--- src/rtl/xorshift32_prng.sv ---
// -----------------------------------------------------------------------------
// xorshift32_prng
//
// Purpose:
//   32-bit Marsaglia xorshift pseudo-random number generator. The generator
//   is free-running and produces one new 32-bit word on every rising clock
//   edge. The state register drives the output directly. The sampling logic
//   uses the low 16 bits as a uniform value.
//
// Ports:
//   clk_i     input   1   system clock, rising-edge active
//   reset_ni  input   1   asynchronous active-low reset (0 = reset asserted)
//   rand_o    output  32  current generator state / random word (registered)
//
// Parameters:
//   SEED      reset state. A value of 0 would lock the generator at 0, so it
//             is replaced by 32'h92D68CA2.
//   SHIFT_A   first left-shift amount  (1..31)
//   SHIFT_B   right-shift amount       (1..31)
//   SHIFT_C   second left-shift amount (1..31)
// -----------------------------------------------------------------------------
module xorshift32_prng #(
    parameter logic [31:0] SEED    = 32'h92D68CA2,
    parameter int          SHIFT_A = 13,
    parameter int          SHIFT_B = 17,
    parameter int          SHIFT_C = 5
) (
    input  logic        clk_i,
    input  logic        reset_ni,
    output logic [31:0] rand_o
);

    localparam logic [31:0] DEFAULT_SEED = 32'h92D68CA2;

    // Zero is the one fixed point of the xorshift map, so a zero seed is
    // swapped for the default seed.
    localparam logic [31:0] SEED_EFF = (SEED == 32'd0) ? DEFAULT_SEED : SEED;

    // Reject shift amounts outside 1..31 during elaboration.
    if ((SHIFT_A < 1) || (SHIFT_A > 31)) begin : g_bad_shift_a
        $error("xorshift32_prng: SHIFT_A must be in 1..31");
    end
    if ((SHIFT_B < 1) || (SHIFT_B > 31)) begin : g_bad_shift_b
        $error("xorshift32_prng: SHIFT_B must be in 1..31");
    end
    if ((SHIFT_C < 1) || (SHIFT_C > 31)) begin : g_bad_shift_c
        $error("xorshift32_prng: SHIFT_C must be in 1..31");
    end

    // One xorshift step. All three stages are evaluated in order within one
    // cycle. The shifts are logical on unsigned 32-bit values. Left shifts
    // drop bits above bit 31, and right shifts fill with zeros.
    function automatic logic [31:0] xs_step(input logic [31:0] s);
        logic [31:0] t1;
        logic [31:0] t2;
        t1 = s  ^ (s  << SHIFT_A);
        t2 = t1 ^ (t1 >> SHIFT_B);
        return t2 ^ (t2 << SHIFT_C);
    endfunction

    logic [31:0] state_q;
    logic [31:0] state_d;

    always_comb begin
        state_d = xs_step(state_q);
    end

    // Asserting reset returns the state to the seed at once, without waiting
    // for a clock edge. After release, the first edge performs the first step.
    always_ff @(posedge clk_i or negedge reset_ni) begin
        if (!reset_ni) begin
            state_q <= SEED_EFF;
        end else begin
            state_q <= state_d;
        end
    end

    assign rand_o = state_q;

endmodule

--- config.mk ---
export PLATFORM = sky130hd
export DESIGN_NAME = xorshift32_prng
export DESIGN_NICKNAME = d
export VERILOG_FILES = /design/src/rtl/xorshift32_prng.sv
export SDC_FILE = /design/constraint.sdc
export NUM_CORES = 1
export LEC_CHECK = 0
export CAP_MARGIN = 10
export CORE_ASPECT_RATIO = 0.6
export CORE_UTILIZATION = 52
export CTS_BUF_LIST = sky130_fd_sc_hd__clkbuf_4 sky130_fd_sc_hd__clkbuf_8
export CTS_CLUSTER_SIZE = 8
export DETAILED_ROUTE_END_ITERATION = 10
export PLACE_DENSITY = 0.78
export SYNTH_ARGS = -nofsm -noshare
export SYNTH_HDL_FRONTEND = slang
export SYNTH_SLANG_ARGS = --single-unit
--- constraint.sdc ---
create_clock -name clk_i -period 1.48 [get_ports clk_i]
set_input_delay 0.296 -clock clk_i [delete_from_list [all_inputs] [get_ports clk_i]]
set_output_delay 0.296 -clock clk_i [all_outputs]
set_load 0.02 [all_outputs]
Word level (Yosys, flattened, before mapping)
Index checks and enable logic that the tools add are counted.
{"block": "word_totals", "regBits": 32, "latchBits": 0, "ram_bits": 0, "mem_bits_ro": 0, "in_bits": 2, "output_inout_bits": 32, "wordCells": 4, "n_memories": 0}
{"block": "op_classes", "add_sub_neg": 0, "n_mul": 0, "div": 0, "magnitude_cmp": 0, "eq_ne": 0, "shift": 0, "n_mux": 0, "bitwise_logic": 3, "n_reduce_logical": 0}
{"operator": "bitwise XOR 32 bit", "count": 2}
{"operator": "bitwise XOR 32 x 15 -> 32 bit", "count": 1}

Longest topological paths before layout
{"block": "logic_depth", "word_depth": 3, "mapped_depth": 2, "ltp_nobuf": 2}

Worst setup path before layout
Ideal clock, no wire load.
{"block": "synth_path", "kind": "reg-to-reg", "startpoint": "reg state_q[17] (netlist: rand_o[17])", "endpoint": "reg state_q[13] (netlist: rand_o[13])", "setup_ns": 0.134, "t_arrival_ns": 1.311, "required_time_ns": 1.346, "slack_ns": 0.036, "stages_incl_launch_ff": 3, "n_path_buf": 0, "period_less_slack_ns": 1.444, "path_cell_list": "dfstp_2 xor2_1 xnor3_1"}
{"block": "synth_between", "elab_chain_len": 3}
{"element": "from (decl)", "line_no": "61", "rtl": "logic [31:0] state_q;"}
{"element": "from (signal assigned)", "line_no": "74", "rtl": "state_q <= state_d;"}
{"element": "bitwise XOR 32 bit", "line_no": "56", "rtl": "t1 = s ^ (s << SHIFT_A);"}
{"element": "bitwise XOR 32 x 15 -> 32 bit", "line_no": "57", "rtl": "t2 = t1 ^ (t1 >> SHIFT_B);"}
{"element": "bitwise XOR 32 bit", "line_no": "58", "rtl": "return t2 ^ (t2 << SHIFT_C);"}
{"element": "via state_d[13]", "line_no": "62", "rtl": "logic [31:0] state_d;"}
The timed path passes the listed nets, and every way through them passes these cells.

Final worst setup path
{"block": "layout_path", "startpoint": "reg state_q[25] (netlist: rand_o[25])", "endpoint": "out rand_o[25]"}
{"element": "to (decl)", "line_no": "30", "rtl": "output logic [31:0] rand_o"}
No word-level cell between the ends.

==> out/results.tsv <==
metric	value	unit
status	complete, no violations	
final setup vio count	0	
Final WS setup	0.0301	ns
clk root buf	clkbuf_8	
clock latency at the later pin of the worst-skew pair	0.28	ns
core footprint	2890	um2
maximum clock insertion buffer count	2	
initial antenna violation count	0	
Startpoint Class	flip-flop	
Yosys top cell by area	dfrtp_1	
final hold viol count	0	
Routed WL	2910	um
# port buffers	33	
RePlAce Congestion	0.737	
Power Density	734	nW/um2
Final HPWL DP	2250	um
area of the die	3290	um2
RSZ-0062 raised after global routing	no	
minimum clock period	1.45	ns
number of cells on the critical path	1	
slew of the pin with the lowest slew margin	0.552	ns
setup TNS	0	ns
CP delay by family, top	flip-flops	
CP arrival	1.15	ns
mean routed wirelength per cell	15.1	um
antenna-violating nets left	0	
Layout area overhead	38.4	%
number of global-route vias before repair	893	
reg2reg end	rand_o[11]	
area taken by flip-flops and latches	818	um2
total grt overflow	0	
Synth async-reset ratio	1.00	
H-tree levels	2	
R2R depth	2	
Peak VDD IR	0.586	mV
Worst R2R Setup Slack	0.05	ns
Total Power	1620	uW
R2R Path Start	rand_o[10]	
CP Buf/Inv Count	1	
Peak Freq	0.690	GHz
HP Class	input pin to asynchronous set/reset pin	
crit path launch	rand_o[25]	
DIE WIDTH	73.4	um
Primary FF master, synth	dfrtp_1	
Initial Util	0.551	
largest net degree at the start of global routing	33	
Netlist cell types	8	
mapped cell area	1590	um2
layout cells sized above 1	0.325	
count leader, synth	xnor2_1	
cells after synthesis	90	
via/cell ratio	4.56	
first-pass iteration count of the detailed router	4	
post-synthesis average cell area	17.7	um2
# diodes	0	
relative slew slack	0.630	
synth top area cells	dfrtp_1 28%, dfstp_2 23%, xnor3_1 16%	
multi-input logic area	788	um2
Rows	15	
Seq cells post-synth	32	
clock skew	0.00811	ns
Synth Warn #	0	
Synth top cells by count	27 x xnor2_1, 18 x dfrtp_1, 14 x dfstp_2, 12 x xor2_1, 11 x xnor3_1	
slowest cell on the critical path	dfstp_2	
critical path, cell by cell	dlygate4sd2_1	
leakage power	0.00123	uW
io pins	34	
final net count	152	
Critical Path Fanout Max	2	
Seq/Total Area, Yosys	0.514	
die height	44.9	um
Slew Limit Fails	0	
DR DRC count	0	
Post-Place Worst Slack	0.0158	ns
clock sink count	32	
Critical Path End	rand_o[25]	
type of the worst setup path	flip-flop to primary output	
Yosys top cell area share	0.283	
Mapped Nets	92	
first-pass GRT wire length	4620	um
CP endpoint kind	primary output	
Tcrit/Tclk final	0.980	
CTS tree	yes	
max FFs per register	32	
Clock transition at path regs	0.07	ns
Fill cells	209	
total number of vias	880	
Total Routing Usage GR	0.210	
Post-synth EDFFs	0	
Slowest Stage Delay on Critical Path	0.54	ns
Max-cap violations	0	
1st-iter DRT viols	35	
Post-CTS Hold Buffers	0	
CTS buffer count	5	
Worst EP required	1.18	ns
==> worst min path at each step <==
stage,start,to,slack [ns]
final,reset_ni,rand_o[9],0.38
after CTS,reset_ni,rand_o[27],0.38
after global routing,reset_ni,rand_o[9],0.39
after detailed placement,rand_o[0],rand_o[0],0.57
after floorplan,reset_ni,rand_o[0],0.0004
after global placement,rand_o[3],rand_o[3],0.56
==> cells in the final DEF (no fill, tap or decap) <==
cell type and count:
dfstp_2 14, xor3_2 1, xor3_1 6, clkdlybuf4s50_1 1, buf_12 1, clkdlybuf4s15_1 4
xnor3_1 11, dfrtp_1 18, clkbuf_8 6, buf_4 19, xnor2_2 2, xor2_1 12
xnor2_1 25, xor2_2 1, dlygate4sd2_1 25, clkbuf_2 3, clkbuf_4 2
==> metal layers <==
| layer | up-vias | global-route usage | routed length [um] |
|---|---|---|---|
| li1 | 411 | - | - |
| met1 | 441 | 0.287 | 1400 |
| met2 | 23 | 0.326 | 1340 |
| met3 | 5 | 0.0558 | 130 |
| met4 | 0 | 0.0923 | 42 |
| met5 | - | 0 | 0 |
==> per-stage QoR <==
step	std cells	instance area, um2	hold WS [ns]	utilization
floorplan	90	1590	0.000409	-
CTS	193	2200	0.380	0.761
detailed placement	185	2140	0.573	0.739
finish	193	2200	0.377	0.762
global placement	185	2140	0.564	0.739
global route	193	2200	0.394	0.762
==> power by group <==
part	internal (uW)	total, uW	switching [uW]
clock	415	715	300
combinational	7.75	24.8	17.0
sequential	877	877	0
==> logic make-up after synthesis <==
logic type / count (synthesis) / share of synthesized area
flip-flops: 32 / 0.514
XOR/XNOR: 58 / 0.486
==> cell type report <==
cell class	instances	share of cell area
clock buffers	8	0.0443
multi-input cells	58	0.358
flip-flops and latches	32	0.371
well taps	42	0.0239
repair buffers	53	0.203
==> timing repair <==
action / 4_1_cts / 5_1_grt
resized for setup: 35 / 9
endpoints found under the setup margin: 32 / 7
setup buffers: 0 / 0
No activity file was read; power rests on OpenSTA's default activity.
